**src/rtl/input_debounce_2ch.sv**
```systemverilog
// Two-channel input conditioner: a synchroniser chain and a counter-based debounce FSM per
// channel, producing registered clean levels plus one-cycle rise/fall strobes.
module input_debounce_2ch #(
    parameter int unsigned SYNC_STAGES   = 2,
    parameter int unsigned STABLE_CYCLES = 1000000,
    parameter int unsigned CNT_W         = 20
) (
    input  logic clk,
    input  logic rst,
    input  logic in_a,
    input  logic in_b,
    output logic a_clean,
    output logic b_clean,
    output logic a_rise,
    output logic a_fall,
    output logic b_rise,
    output logic b_fall
);

    localparam logic [1:0] ST_LOW     = 2'd0;
    localparam logic [1:0] ST_RISING  = 2'd1;
    localparam logic [1:0] ST_HIGH    = 2'd2;
    localparam logic [1:0] ST_FALLING = 2'd3;

    localparam logic [CNT_W-1:0] CNT_LAST = CNT_W'(STABLE_CYCLES - 1);
    localparam logic [CNT_W-1:0] CNT_ONE  = CNT_W'(1);

    logic [1:0] w_pin;
    logic [1:0] w_clean;
    logic [1:0] w_rise;
    logic [1:0] w_fall;

    assign w_pin = {in_b, in_a};

    for (genvar g = 0; g < 2; g++) begin : g_ch
        logic [SYNC_STAGES-1:0] r_sync;
        logic [1:0]             r_state;
        logic [1:0]             w_state_d;
        logic [CNT_W-1:0]       r_cnt;
        logic [CNT_W-1:0]       w_cnt_d;
        logic                   r_clean;
        logic                   w_clean_d;
        logic                   r_rise;
        logic                   w_rise_d;
        logic                   r_fall;
        logic                   w_fall_d;
        logic                   w_s;

        assign w_s = r_sync[SYNC_STAGES-1];

        always_comb begin
            w_state_d = r_state;
            w_cnt_d   = r_cnt;
            w_clean_d = r_clean;
            w_rise_d  = 1'b0;
            w_fall_d  = 1'b0;
            case (r_state)
                ST_LOW: begin
                    if (w_s) begin
                        w_state_d = ST_RISING;
                        w_cnt_d   = CNT_ONE;
                    end else begin
                        w_cnt_d   = '0;
                    end
                end
                ST_RISING: begin
                    if (!w_s) begin
                        w_state_d = ST_LOW;
                        w_cnt_d   = '0;
                    end else if (r_cnt == CNT_LAST) begin
                        w_state_d = ST_HIGH;
                        w_cnt_d   = '0;
                        w_clean_d = 1'b1;
                        w_rise_d  = 1'b1;
                    end else begin
                        w_cnt_d   = r_cnt + CNT_ONE;
                    end
                end
                ST_HIGH: begin
                    if (!w_s) begin
                        w_state_d = ST_FALLING;
                        w_cnt_d   = CNT_ONE;
                    end else begin
                        w_cnt_d   = '0;
                    end
                end
                ST_FALLING: begin
                    if (w_s) begin
                        w_state_d = ST_HIGH;
                        w_cnt_d   = '0;
                    end else if (r_cnt == CNT_LAST) begin
                        w_state_d = ST_LOW;
                        w_cnt_d   = '0;
                        w_clean_d = 1'b0;
                        w_fall_d  = 1'b1;
                    end else begin
                        w_cnt_d   = r_cnt + CNT_ONE;
                    end
                end
                default: begin
                    w_state_d = ST_LOW;
                    w_cnt_d   = '0;
                    w_clean_d = 1'b0;
                end
            endcase
        end

        always_ff @(posedge clk or posedge rst) begin
            if (rst) begin
                r_sync  <= '0;
                r_state <= ST_LOW;
                r_cnt   <= '0;
                r_clean <= 1'b0;
                r_rise  <= 1'b0;
                r_fall  <= 1'b0;
            end else begin
                r_sync  <= {r_sync[SYNC_STAGES-2:0], w_pin[g]};
                r_state <= w_state_d;
                r_cnt   <= w_cnt_d;
                r_clean <= w_clean_d;
                r_rise  <= w_rise_d;
                r_fall  <= w_fall_d;
            end
        end

        assign w_clean[g] = r_clean;
        assign w_rise[g]  = r_rise;
        assign w_fall[g]  = r_fall;
    end

    assign a_clean = w_clean[0];
    assign b_clean = w_clean[1];
    assign a_rise  = w_rise[0];
    assign b_rise  = w_rise[1];
    assign a_fall  = w_fall[0];
    assign b_fall  = w_fall[1];

endmodule

```
**config.mk**
```make
export PLATFORM = sky130hd
export DESIGN_NAME = input_debounce_2ch
export DESIGN_NICKNAME = d
export VERILOG_FILES = /design/src/rtl/input_debounce_2ch.sv
export SDC_FILE = /design/constraint.sdc
export NUM_CORES = 1
export LEC_CHECK = 0
export CAP_MARGIN = 0
export CELL_PAD_IN_SITES_DETAIL_PLACEMENT = 1
export CELL_PAD_IN_SITES_GLOBAL_PLACEMENT = 1
export CORE_AREA = 3 3 68 83
export CTS_BUF_LIST = sky130_fd_sc_hd__clkbuf_16
export CTS_CLUSTER_SIZE = 28
export DETAILED_ROUTE_END_ITERATION = 12
export DIE_AREA = 0 0 71 86
export DONT_BUFFER_PORTS = 1
export PLACE_DENSITY = 0.77
export SLEW_MARGIN = 10
export SYNTH_ARGS = -nofsm -noshare
export SYNTH_HDL_FRONTEND = slang
export SYNTH_SLANG_ARGS = --single-unit
```
**constraint.sdc**
```tcl
create_clock -name clk -period 4.55 [get_ports clk]
set_input_delay 0.6825 -clock clk [delete_from_list [all_inputs] [get_ports clk]]
set_output_delay 0.6825 -clock clk [all_outputs]
set_load 0.05 [all_outputs]
```
## Word-level counts from Yosys, hierarchy flattened

Cells that the tools add are included.

| word-level totals | value |
|---|---|
| bits in registers | 54 |
| input port bits | 4 |
| output and inout port bits | 6 |
| word-level logic and storage cells | 92 |

| operators by class | value |
|---|---|
| $add $sub $neg | 2 |
| equal/unequal tests | 24 |
| mux-type cells | 46 |
| reductions and logical operators | 8 |

Operators with widths:

| operator | number |
|---|---|
| 20-bit one-hot mux with 4 select lines | 2 |
| 20-bit 2-to-1 mux | 6 |
| 20-bit by 1-bit adder with 20-bit output (second input constant) | 2 |
| 20-bit equality test (second input constant) | 2 |
| 2-bit 2-to-1 mux | 12 |
| 2-bit inequality test (second input constant) | 12 |
| 1-bit 2-to-1 mux | 22 |
| 2-bit one-hot mux with 4 select lines | 2 |
| 3-bit inequality test (second input constant) | 4 |
| 5-bit AND reduction | 2 |
| 2-bit equality test (second input constant) | 4 |
| 4-bit AND reduction | 2 |
| 2-bit by 1-bit equality test with 1-bit output (second input constant) | 2 |
| 2-bit logical NOT | 2 |
| 1-bit one-hot mux with 2 select lines | 2 |
| 2-bit nonzero test | 2 |

## Logic depth before layout (Yosys ltp)

| depth | value |
|---|---|
| depth in word-level cells | 4 |
| gate-level depth with buffers | 7 |
| gate-level depth less buffers | 5 |

## Least setup slack after synthesis

Ideal clock, no wire load.

| timing | value |
|---|---|
| kind | register to register |
| start | reg g_ch[1].r_cnt[0] |
| end | reg g_ch[1].r_cnt[18] |
| library setup time | 0.077 ns |
| arrival time | 1.773 ns |
| required time | 4.473 ns |
| slack | 2.699 ns |
| stages on the path, launching flop included | 6 |
| path buffers | 0 |
| clock period less this slack | 1.851 ns |
| cell sequence | dfrtp_1 ha_1 nand4_1 or4_4 or3_1 a21oi_1 |

| between the ends | value |
|---|---|
| cells in the longest elaborated chain, start to end | 4 |
| elaborated cells between the ends (all ways) | 6 |
| classes of those cells | add/sub (1); eq/ne (1); mux (4) |

RTL lines:

| what | line | RTL |
|---|---|---|
| start, declared | 39 | `logic [CNT_W-1:0] r_cnt;` |
| start signal, assigned | 119 | `r_cnt <= w_cnt_d;` |
| 20-bit by 1-bit adder with 20-bit output / 20-bit equality test (equally long branches) | -- |  |
| 20-bit 2-to-1 mux * | 70, 91 |  |
| 20-bit 2-to-1 mux (on tied branches) | 88, 67 |  |
| 20-bit one-hot mux with 4 select lines * | 57 | `case (r_state)` |
| net g_ch[1].w_cnt_d[18] | 40 | `logic [CNT_W-1:0] w_cnt_d;` |

Mark *: on every way through the listed nets, which the timed path passes. The rest lies on a longest branch.
A chain may end at the register's enable or synchronous reset.

## Worst setup path in the final report

| timing | value |
|---|---|
| start | reg g_ch[0].r_cnt[2] |
| end | reg g_ch[0].r_cnt[7] |

| between the ends | value |
|---|---|
| cells in the longest elaborated chain, start to end | 4 |
| elaborated cells between the ends (all ways) | 6 |
| classes of those cells | add/sub (1); eq/ne (1); mux (4) |

RTL lines:

| what | line |
|---|---|
| start, declared | 39 |
| start signal, assigned | 119 |
| 20-bit by 1-bit adder with 20-bit output / 20-bit equality test (equally long branches) | -- |
| 20-bit 2-to-1 mux * | 70, 91 |
| 20-bit 2-to-1 mux (on tied branches) | 88, 67 |
| 20-bit one-hot mux with 4 select lines * | 57 |
| net g_ch[0].w_cnt_d[7] | 40 |

Marks and branches as above.

==> metrics <==
Fin. Hold Viols=0; headroom to the max-slew limit=0.265; Max IR drop VDD=0.000225 V; GRT Overall Usage=0.198; Routability Congestion=0.750; total number of cells along the worst setup path=4; CTS tree=built; clock sink count=54; Critical Path Start Type=flip-flop; Synth area leader=dfrtp_1; Worst EP required=4.69 ns; worst reg2reg endpoint=g_ch[0].r_cnt[7]; Area contributors post-synth=dfrtp_1, xor2_1, nor2_1, xnor2_1, nand4_1; total core area=0.00490 sq mm; slowest cell on the critical path=o211ai_2; die area=0.00611 sq mm; Synth Flop Type=dfrtp_1; sum of buffers and inverters on the critical path=0; Layout fillers=568; Vias=1843; power density over the cells=324 mW/mm^2; hpwl dp=3750 microns; Starting DRT DRC Count=94; residual DRC count=0; Max Freq=447 MHz; Final ANT Viol Nets=0; YS warnings=0; Yosys reg bits=54; DIE WIDTH=71 microns; Ant. Diodes=0; Num CTS Buffers=5; syn nets=259; R2R Setup Slk=2.31 ns; minimum clock period=2.24 ns; Lkg Pwr=0.00109 uW; Core Util, Final=0.558; GRT overflow=0; Detailed Routing Iterations Pass 1=4; first-pass GRT wire length=9690 microns; Cells after Synth=253; Synth top area share=0.528; maxcap violations=0; sequential fraction of the synthesis area=0.528; H-tree depth=2; Area Overhead vs Synth=6.94%; Tightest Pin Transition=1.10 ns; wirelength, routed=5430 microns; hold buffers post-CTS=0; Setup violations, final=0; Root Buffer=clkbuf_16; Clock Path Buffers=2; Worst Path Arrival=2.38 ns; Worst setup endpoint=g_ch[0].r_cnt[7]; Clock transition at path regs=0.07 ns; initial antenna violation count=0; clock latency on the worst-skew pair=0.29 ns; drt via density=5.89; Worst path max stage delay=0.75 ns; share of cells above drive strength 1=0.0632; setup total negative slack=0 ns; Initial Util=0.522; mapped cell area=0.00256 sq mm; Port Buffers=0; commonest cells in the netlist=dfrtp_1, nor2_1, o21ai_0; Routed wire per std cell=17.4 microns; die height=86 microns; nets@finish=258; post_cts resized=0; clock skew=0.00429 ns; RSZ-0062 raised after global routing=no; critical-path maximum fanout=19; crit-path leading delay family=simple AND/OR/NAND/NOR gates; area of the multi-input gates=0.00114 sq mm; max-slew violation count=0; worst path cell trace=and4_1 > nand4_1 > o211ai_2 > nor2_1; IO Pins=10; critical path class=flip-flop to flip-flop; largest net degree at the start of global routing=55; status=complete, no violations; Critical Path Source=g_ch[0].r_cnt[2]; worst hold path class=flip-flop to flip-flop; register area=0.00135 sq mm; Worst Setup End Kind=flip-flop; top-count cell post-synth=dfrtp_1; worst r2r path cells=4; fraction of registers with async set/reset=1.00; Post-synth EDFFs=0; post-synth cell types=42; vias in the first global route=1985; syn avg cell area=10.1 sq um; Post-CTS Setup Bufs=0; period utilisation layout=0.492; Site Rows=28; reg2reg start=g_ch[0].r_cnt[2]
-- metal layers --
layer	global-route usage	vias up	wire length, microns
met4	0.0444	0	38
met3	0.0434	3	82
met2	0.346	14	2860
met1	0.252	926	2450
met5	0	-	0
li1	-	900	-
-- sequential cells by signal, indices dropped and copies added, names as in the netlist, named ones only --
name,flops
g_ch.r_sync,4
a_clean,1
b_clean,1
g_ch.r_cnt,40
g_ch.r_state,2
b_fall,1
a_rise,1
b_rise,1
a_fall,1
-- placed cells by master, fill, tap and decap left out, types with 2 or more instances in the layout --
master     count
and4_1         6
nand3_1       13
clkbuf_16      5
a21oi_1       13
dfrtp_1       54
and2_1         4
nand2_1       14
xor2_1        14
inv_1          8
nor3_1         5
nand4_1       14
nor2b_1        2
a21boi_0       2
ha_1           2
and3_1         3
or4_1          2
nor4_1         5
o21ai_0       15
xnor2_1       11
nor2_1        28
or3_1         11
-- report_power, final --
| part | total [uW] | internal (uW) | switching (uW) |
|---|---|---|---|
| combinational | 25.2 | 5.20 | 20.0 |
| sequential | 490 | 485 | 5.38 |
| clock | 370 | 202 | 168 |
| total | 885 | 692 | 193 |
-- logic make-up after synthesis --
group | Yosys count | share of synthesized area
XOR/XNOR | 25 | 0.0856
buffers and inverters | 16 | 0.0274
AND/OR/NAND/NOR | 117 | 0.257
flip-flops | 54 | 0.528
AO/OA/AOI/OAI | 38 | 0.0880
adder cells (fa/ha/maj) | 2 | 0.00978
multiplexers | 1 | 0.00440
-- per-stage QoR --
stage	hold slack [ns]	setup slack [ns]	power [uW]	instances	instance area [sq um]
4_1_cts	0.359	2.29	897	313	2740
2_1_floorplan	0.331	2.55	518	253	2560
3_3_place_gp	0.332	2.42	524	305	2590
6_report	0.356	2.31	885	313	2740
3_5_place_dp	0.342	2.31	525	305	2590
5_1_grt	0.362	2.09	925	313	2740
-- worst register-to-register path: stages, from the launching register on --
cell      delay, ns
dfrtp_1        0.41
and4_1         0.49
nand4_1        0.31
o211ai_2       0.75
nor2_1         0.13
-- how the worst min path moves through the flow --
stage                            startpoint                 to  slack (ns)  depth (start not counted)
after floorplan           g_ch[0].r_sync[0]  g_ch[0].r_sync[1]        0.33                          0
after global placement    g_ch[1].r_sync[0]  g_ch[1].r_sync[1]        0.33                          0
after detailed placement  g_ch[1].r_sync[0]  g_ch[1].r_sync[1]        0.34                          0
after CTS                 g_ch[0].r_sync[0]  g_ch[0].r_sync[1]        0.36                          0
after global routing      g_ch[0].r_sync[0]  g_ch[0].r_sync[1]        0.36                          0
final                     g_ch[0].r_sync[0]  g_ch[0].r_sync[1]        0.36                          0
-- layout make-up --
cell class,count,share of cell area
clock buffer,5,0.0457
clock inverter,3,0.00640
inverter,8,0.0110
multi-input combinational,183,0.416
sequential,54,0.494
tap,60,0.0274
Power figures use the tool's default switching activity.
